## src/rtl/bus_pkg.sv

```systemverilog
// rtl/bus_pkg.sv - shared types and constants for the two-master bus arbiter
package bus_pkg;

    localparam int ADDR_W = 32;
    localparam int DATA_W = 32;
    localparam int STRB_W = 4;

    localparam logic M_CPU = 1'b0;
    localparam logic M_DMA = 1'b1;

    typedef enum logic [1:0] {
        ST_IDLE   = 2'd0,
        ST_ACCESS = 2'd1,
        ST_RESP   = 2'd2
    } state_e;

endpackage

```

## src/rtl/rr_arb2.sv

```systemverilog
// rtl/rr_arb2.sv - combinational two-way round-robin picker
module rr_arb2
    import bus_pkg::*;
(
    input  logic [1:0] req,
    input  logic       last_grant,
    output logic       grant,
    output logic       valid
);

    always_comb begin
        valid = |req;
        grant = M_CPU;
        // On a tie the master that lost last time wins.
        if (req == 2'b11) begin
            grant = ~last_grant;
        end else if (req[1]) begin
            grant = M_DMA;
        end
    end

endmodule

```

## src/rtl/bus_arbiter2.sv

```systemverilog
// rtl/bus_arbiter2.sv - two-master round-robin arbiter and bus sequencer with access timeout
module bus_arbiter2
    import bus_pkg::*;
#(
    parameter int TIMEOUT = 255
) (
    input  logic              clk,
    input  logic              rst_n,
    input  logic              m0_req,
    input  logic [ADDR_W-1:0] m0_addr,
    input  logic              m0_we,
    input  logic [DATA_W-1:0] m0_wdata,
    input  logic [STRB_W-1:0] m0_wstrb,
    output logic              m0_ack,
    output logic              m0_err,
    output logic [DATA_W-1:0] m0_rdata,
    input  logic              m1_req,
    input  logic [ADDR_W-1:0] m1_addr,
    input  logic              m1_we,
    input  logic [DATA_W-1:0] m1_wdata,
    input  logic [STRB_W-1:0] m1_wstrb,
    output logic              m1_ack,
    output logic              m1_err,
    output logic [DATA_W-1:0] m1_rdata,
    output logic              s_en,
    output logic [ADDR_W-1:0] s_addr,
    output logic              s_we,
    output logic [DATA_W-1:0] s_wdata,
    output logic [STRB_W-1:0] s_wstrb,
    input  logic [DATA_W-1:0] s_rdata,
    input  logic              s_ack
);

    localparam int                CNT_W    = $clog2(TIMEOUT + 1);
    localparam logic [CNT_W-1:0]  CNT_LAST = CNT_W'(TIMEOUT - 1);

    state_e              state_q, state_d;
    logic [CNT_W-1:0]    cnt_q, cnt_d;
    logic                grant_q, grant_d;
    logic                last_grant_q, last_grant_d;
    logic                s_en_q, s_en_d;
    logic [ADDR_W-1:0]   s_addr_q, s_addr_d;
    logic                s_we_q, s_we_d;
    logic [DATA_W-1:0]   s_wdata_q, s_wdata_d;
    logic [STRB_W-1:0]   s_wstrb_q, s_wstrb_d;
    logic [1:0]          ack_q, ack_d;
    logic [1:0]          err_q, err_d;
    logic [DATA_W-1:0]   rdata0_q, rdata0_d;
    logic [DATA_W-1:0]   rdata1_q, rdata1_d;

    logic                arb_grant, arb_valid;
    logic                timeout_hit;
    logic                rsp_fire, rsp_err;
    logic [DATA_W-1:0]   rsp_data;

    rr_arb2 u_arb (
        .req        ({m1_req, m0_req}),
        .last_grant (last_grant_q),
        .grant      (arb_grant),
        .valid      (arb_valid)
    );

    assign timeout_hit = (cnt_q == CNT_LAST);

    always_ff @(posedge clk or negedge rst_n) begin
        if (!rst_n) begin
            state_q <= ST_IDLE;
        end else begin
            state_q <= state_d;
        end
    end

    always_comb begin
        state_d = state_q;
        case (state_q)
            ST_IDLE:   if (arb_valid) state_d = ST_ACCESS;
            ST_ACCESS: if (s_ack || timeout_hit) state_d = ST_RESP;
            default:   state_d = ST_IDLE;
        endcase
    end

    always_comb begin
        cnt_d        = cnt_q;
        grant_d      = grant_q;
        last_grant_d = last_grant_q;
        s_en_d       = s_en_q;
        s_addr_d     = s_addr_q;
        s_we_d       = s_we_q;
        s_wdata_d    = s_wdata_q;
        s_wstrb_d    = s_wstrb_q;
        rsp_fire     = 1'b0;
        rsp_err      = 1'b0;
        rsp_data     = '0;
        case (state_q)
            ST_IDLE: begin
                if (arb_valid) begin
                    s_en_d       = 1'b1;
                    cnt_d        = '0;
                    grant_d      = arb_grant;
                    last_grant_d = arb_grant;
                    if (arb_grant == M_DMA) begin
                        s_addr_d  = m1_addr;
                        s_we_d    = m1_we;
                        s_wdata_d = m1_wdata;
                        s_wstrb_d = m1_wstrb;
                    end else begin
                        s_addr_d  = m0_addr;
                        s_we_d    = m0_we;
                        s_wdata_d = m0_wdata;
                        s_wstrb_d = m0_wstrb;
                    end
                end
            end
            ST_ACCESS: begin
                // A late ack in the terminal cycle still beats the timeout.
                if (s_ack) begin
                    s_en_d   = 1'b0;
                    rsp_fire = 1'b1;
                    rsp_data = s_we_q ? '0 : s_rdata;
                end else if (timeout_hit) begin
                    s_en_d   = 1'b0;
                    rsp_fire = 1'b1;
                    rsp_err  = 1'b1;
                end else begin
                    cnt_d = cnt_q + CNT_W'(1);
                end
            end
            default: ;
        endcase
        ack_d    = {rsp_fire & grant_q, rsp_fire & ~grant_q};
        err_d    = {rsp_err & grant_q, rsp_err & ~grant_q};
        rdata0_d = (rsp_fire && grant_q == M_CPU) ? rsp_data : '0;
        rdata1_d = (rsp_fire && grant_q == M_DMA) ? rsp_data : '0;
    end

    always_ff @(posedge clk or negedge rst_n) begin
        if (!rst_n) begin
            cnt_q        <= '0;
            grant_q      <= M_CPU;
            last_grant_q <= M_DMA;
            s_en_q       <= 1'b0;
            s_addr_q     <= '0;
            s_we_q       <= 1'b0;
            s_wdata_q    <= '0;
            s_wstrb_q    <= '0;
            ack_q        <= '0;
            err_q        <= '0;
            rdata0_q     <= '0;
            rdata1_q     <= '0;
        end else begin
            cnt_q        <= cnt_d;
            grant_q      <= grant_d;
            last_grant_q <= last_grant_d;
            s_en_q       <= s_en_d;
            s_addr_q     <= s_addr_d;
            s_we_q       <= s_we_d;
            s_wdata_q    <= s_wdata_d;
            s_wstrb_q    <= s_wstrb_d;
            ack_q        <= ack_d;
            err_q        <= err_d;
            rdata0_q     <= rdata0_d;
            rdata1_q     <= rdata1_d;
        end
    end

    assign s_en     = s_en_q;
    assign s_addr   = s_addr_q;
    assign s_we     = s_we_q;
    assign s_wdata  = s_wdata_q;
    assign s_wstrb  = s_wstrb_q;
    assign m0_ack   = ack_q[0];
    assign m1_ack   = ack_q[1];
    assign m0_err   = err_q[0];
    assign m1_err   = err_q[1];
    assign m0_rdata = rdata0_q;
    assign m1_rdata = rdata1_q;

endmodule

```

## config.mk

```make
export PLATFORM = sky130hd
export DESIGN_NAME = bus_arbiter2
export DESIGN_NICKNAME = d
export VERILOG_FILES = /design/src/rtl/bus_pkg.sv /design/src/rtl/rr_arb2.sv /design/src/rtl/bus_arbiter2.sv
export SDC_FILE = /design/constraint.sdc
export NUM_CORES = 1
export LEC_CHECK = 0
export ABC_AREA = 1
export CAP_MARGIN = 30
export CORE_ASPECT_RATIO = 1.4
export CORE_MARGIN = 2
export CORE_UTILIZATION = 37
export DETAILED_ROUTE_END_ITERATION = 6
export GPL_TIMING_DRIVEN = 0
export MAX_ROUTING_LAYER = met4
export PLACE_DENSITY = 0.76
export REMOVE_ABC_BUFFERS = 1
export SETUP_SLACK_MARGIN = 0.4
export SLEW_MARGIN = 30
export SYNTH_ARGS = -nofsm -noshare
export SYNTH_HDL_FRONTEND = slang
export SYNTH_HIERARCHICAL = 1
export SYNTH_SLANG_ARGS = --single-unit
```

## constraint.sdc

```tcl
create_clock -name clk -period 1.26 [get_ports clk]
set_input_delay 0.189 -clock clk [delete_from_list [all_inputs] [get_ports clk]]
set_output_delay 0.189 -clock clk [all_outputs]
set_load 0.03 [all_outputs]
```

==> results.cfg <==
[cells_and_area]
final_area_mm2 = 0.0130
mostFrequentLayoutCell = clkdlybuf4s50_1
fin_nets = 1341
finish.utilization_pct = 74.8
final_cell_mix = clkdlybuf4s50_1, buf_6, dfrtp_1
drive_above_1_share_pct = 37.2
diodes = 0
syn_to_final_growth_pct = 97.0

[global_route]
gr-total-overflow = 0
antenna_found_initial = 0
grt_pass1_vias = 7358
grt_first_pass_wirelength_mm = 38.1
grt_max_degree = 80
grt_usage_pct = 27.3

[floorplanning]
die_area_mm2 = 0.0190
core_mm2 = 0.0174
ios = 313
fp.dieW_um = 117
start_util_pct = 38.0
die_y_um = 162
rows = 57

[pwr]
p_sw_mw = 11.6
power_frac_clock_pct = 17.8
p_int_mw = 16.5
cellPowerDensity_mw_per_mm2 = 2150
swShare_pct = 41.4
seqPwrFrac_pct = 26.7
peakVddDrop_mv = 1.11
power_mw = 28.1
power_leakage_nw = 6.71
power_frac_comb_pct = 55.4

[drt]
drt_iter0_markers = 457
drc = 0
wirelength_mm = 27.5
post_drt_wl_per_cell_um = 19.4
vias_per_cell = 5.13
ant_nets = 0
first_pass_iters = 6
vias = 7243

[setup_path]
crit_type = flip-flop to flip-flop
end_kind = flip-flop
r2r_setup_slack_ns = -0.36
worst_ep_required_time_ns = 1.57
critical_path_peak_fanout = 6
arrival_ns = 1.93
critPathLaunchType = flip-flop

[clocking]
path_clk_slew_ns = 0.07
clock_path_buffers = 2
clk-insertion-delay-late_ns = 0.43
cts_tree = built
cts.sinks = 150
htreeDepth = 4
cts_buffers = 17
cts_root_buf = clkbuf_16

[hold_path]
hold_class = input pin to async pin

[yosys]
yosys_warnings = 6
synthCells = 765
avgSynthCellArea_um2 = 8.64
synth_top_area_share_pct = 56.4
yosys.area.top_type = dfrtp_1
yosysSeqAreaShare_pct = 56.8
syn-cell-area_mm2 = 0.00661
synth_cell_type_count = 30
ys_ff_latch = 150
synth_area_leaders = dfrtp_1, nand2_1, o21ai_0

[sta]
tightest_slew_ns = 0.600
finalHoldViolCount = 71
max_freq_mhz = 617
fin_tns_setup_ns = -28.65
setup_slack_ns = -0.362
whs_ns = -0.296
final_max_slew_viol_count = 0
rsz0062_at_grt = true
fin_worst_skew_ns = 0.00888
slew_headroom_pct = 60.0
finalCritPeriodShare_pct = 129
period_minus_slack_ns = 1.62
setup_viol = 150

[job]
cap_viol_max_count = 0

[placement]
place_ws_ns = -1.03
io_buffers = 312
gp_congestion = 0.795
placed_area_mm2 = 0.00999
place_hpwl_mm = 13.9

[outcome]
status = finished with violations
violations = hold timing, setup timing
[state kept, by name, indices dropped and copies added, names as in the netlist]
signal and flops:
m0_rdata 32, m1_rdata 32, s_addr 32, s_wdata 32, cnt_q 8, s_wstrb 4
ack_q 2, err_q 2, state_q 2, grant_q 1, last_grant_q 1, s_en 1
s_we 1
[cells by family after synthesis]
family / count (synthesis) / share of synthesized area [%]
AOI/OAI and AO/OA: 143 / 11.0
and+or+nand+nor: 265 / 18.4
adders and majority gates: 2 / 0.379
DFF: 150 / 56.8
xor gates and xnor gates: 1 / 0.133
buffers and inverters: 204 / 13.3
[final timing paths]
check / end / startpoint / cells after the start
worst max register to register: s_addr[11]$_DFFE_PN0P_ / last_grant_q$_DFFE_PN1P_ / 7
worst max-delay path: s_addr[11]$_DFFE_PN0P_ / last_grant_q$_DFFE_PN1P_ / 7
worst min register to register: s_wdata[17]$_DFFE_PN0P_ / s_wdata[17]$_DFFE_PN0P_ / 2
max in group asynchronous: grant_q$_DFFE_PN0P_ / rst_n / 2
worst min-delay path: s_wdata[2]$_DFFE_PN0P_ / rst_n / 1
min in group clk: m0_rdata[18]$_DFF_PN0_ / s_rdata[18] / 3
[power groups by stage]
stage,Sequential (mW),Clock (mW),Combinational [mW]
3_5_place_dp,7.20,0,10.0
2_1_floorplan,9.77,0,2.56
4_1_cts,7.37,5.07,13.7
5_1_grt,7.64,5.29,16.3
3_3_place_gp,7.03,0,8.61
6_report,7.50,5.01,15.6
[critical path: stages, from the launching register on]
cell and delay, ns:
dfstp_2 0.57, a21oi_4 0.08, clkbuf_16 0.16, buf_16 0.15, buf_16 0.16, clkbuf_16 0.16
o21ai_1 0.15, o21ai_1 0.08
[Yosys cell counts]
master / number
o21ai_1: 17
nand3_2: 1
nand2_1: 167
buf_1: 4
dfrtp_1: 149
buf_4: 2
o21bai_1: 2
nand3_1: 17
nor2_2: 1
ha_1: 2
dfstp_2: 1
nand3b_1: 1
nand2_4: 2
inv_1: 150
o211ai_1: 1
nor3_1: 1
nor2_1: 9
xor2_1: 1
o21ai_0: 121
or2_1: 1
clkbuf_2: 5
nor2_4: 1
a21oi_1: 1
inv_2: 1
a21oi_2: 1
nand4_1: 64
clkinv_1: 1
clkbuf_1: 11
buf_6: 10
buf_2: 20
[timing repair]
item | CTS | global route
endpoints found under the hold margin | 71 | 71
setup endpoints to repair | 288 | 288
resized for setup | 1190 | 143
cloned | 22 | 6
pin swaps | 46 | 87
setup buffers | 55 | 26
[per-layer routing]
metal | global-route usage [%] | wire (um) | up-vias
met4 | 14.2 | 1390 | 0
met1 | 28.3 | 9340 | 3516
met2 | 46.1 | 14500 | 364
li1 | - | - | 3252
met3 | 8.06 | 2260 | 111
met5 | - | 0 | -
[final cells by class]
type | instances | area (um2)
inverter | 152 | 598
clock buffer | 18 | 429
sequential | 150 | 3760
tap | 236 | 295
multi-input combinational | 414 | 2670
timing repair buffer | 429 | 5130
clock inverter | 14 | 140
fill | 1037 | 4380
[through the flow]
stage / instances / hold WS, ns
2_1_floorplan: 713 / -0.107
3_3_place_gp: 1261 / 0.466
3_5_place_dp: 1272 / 0.190
4_1_cts: 1381 / -0.268
5_1_grt: 1413 / -0.259
6_report: 1413 / -0.296
Power figures use the tool's default switching activity.
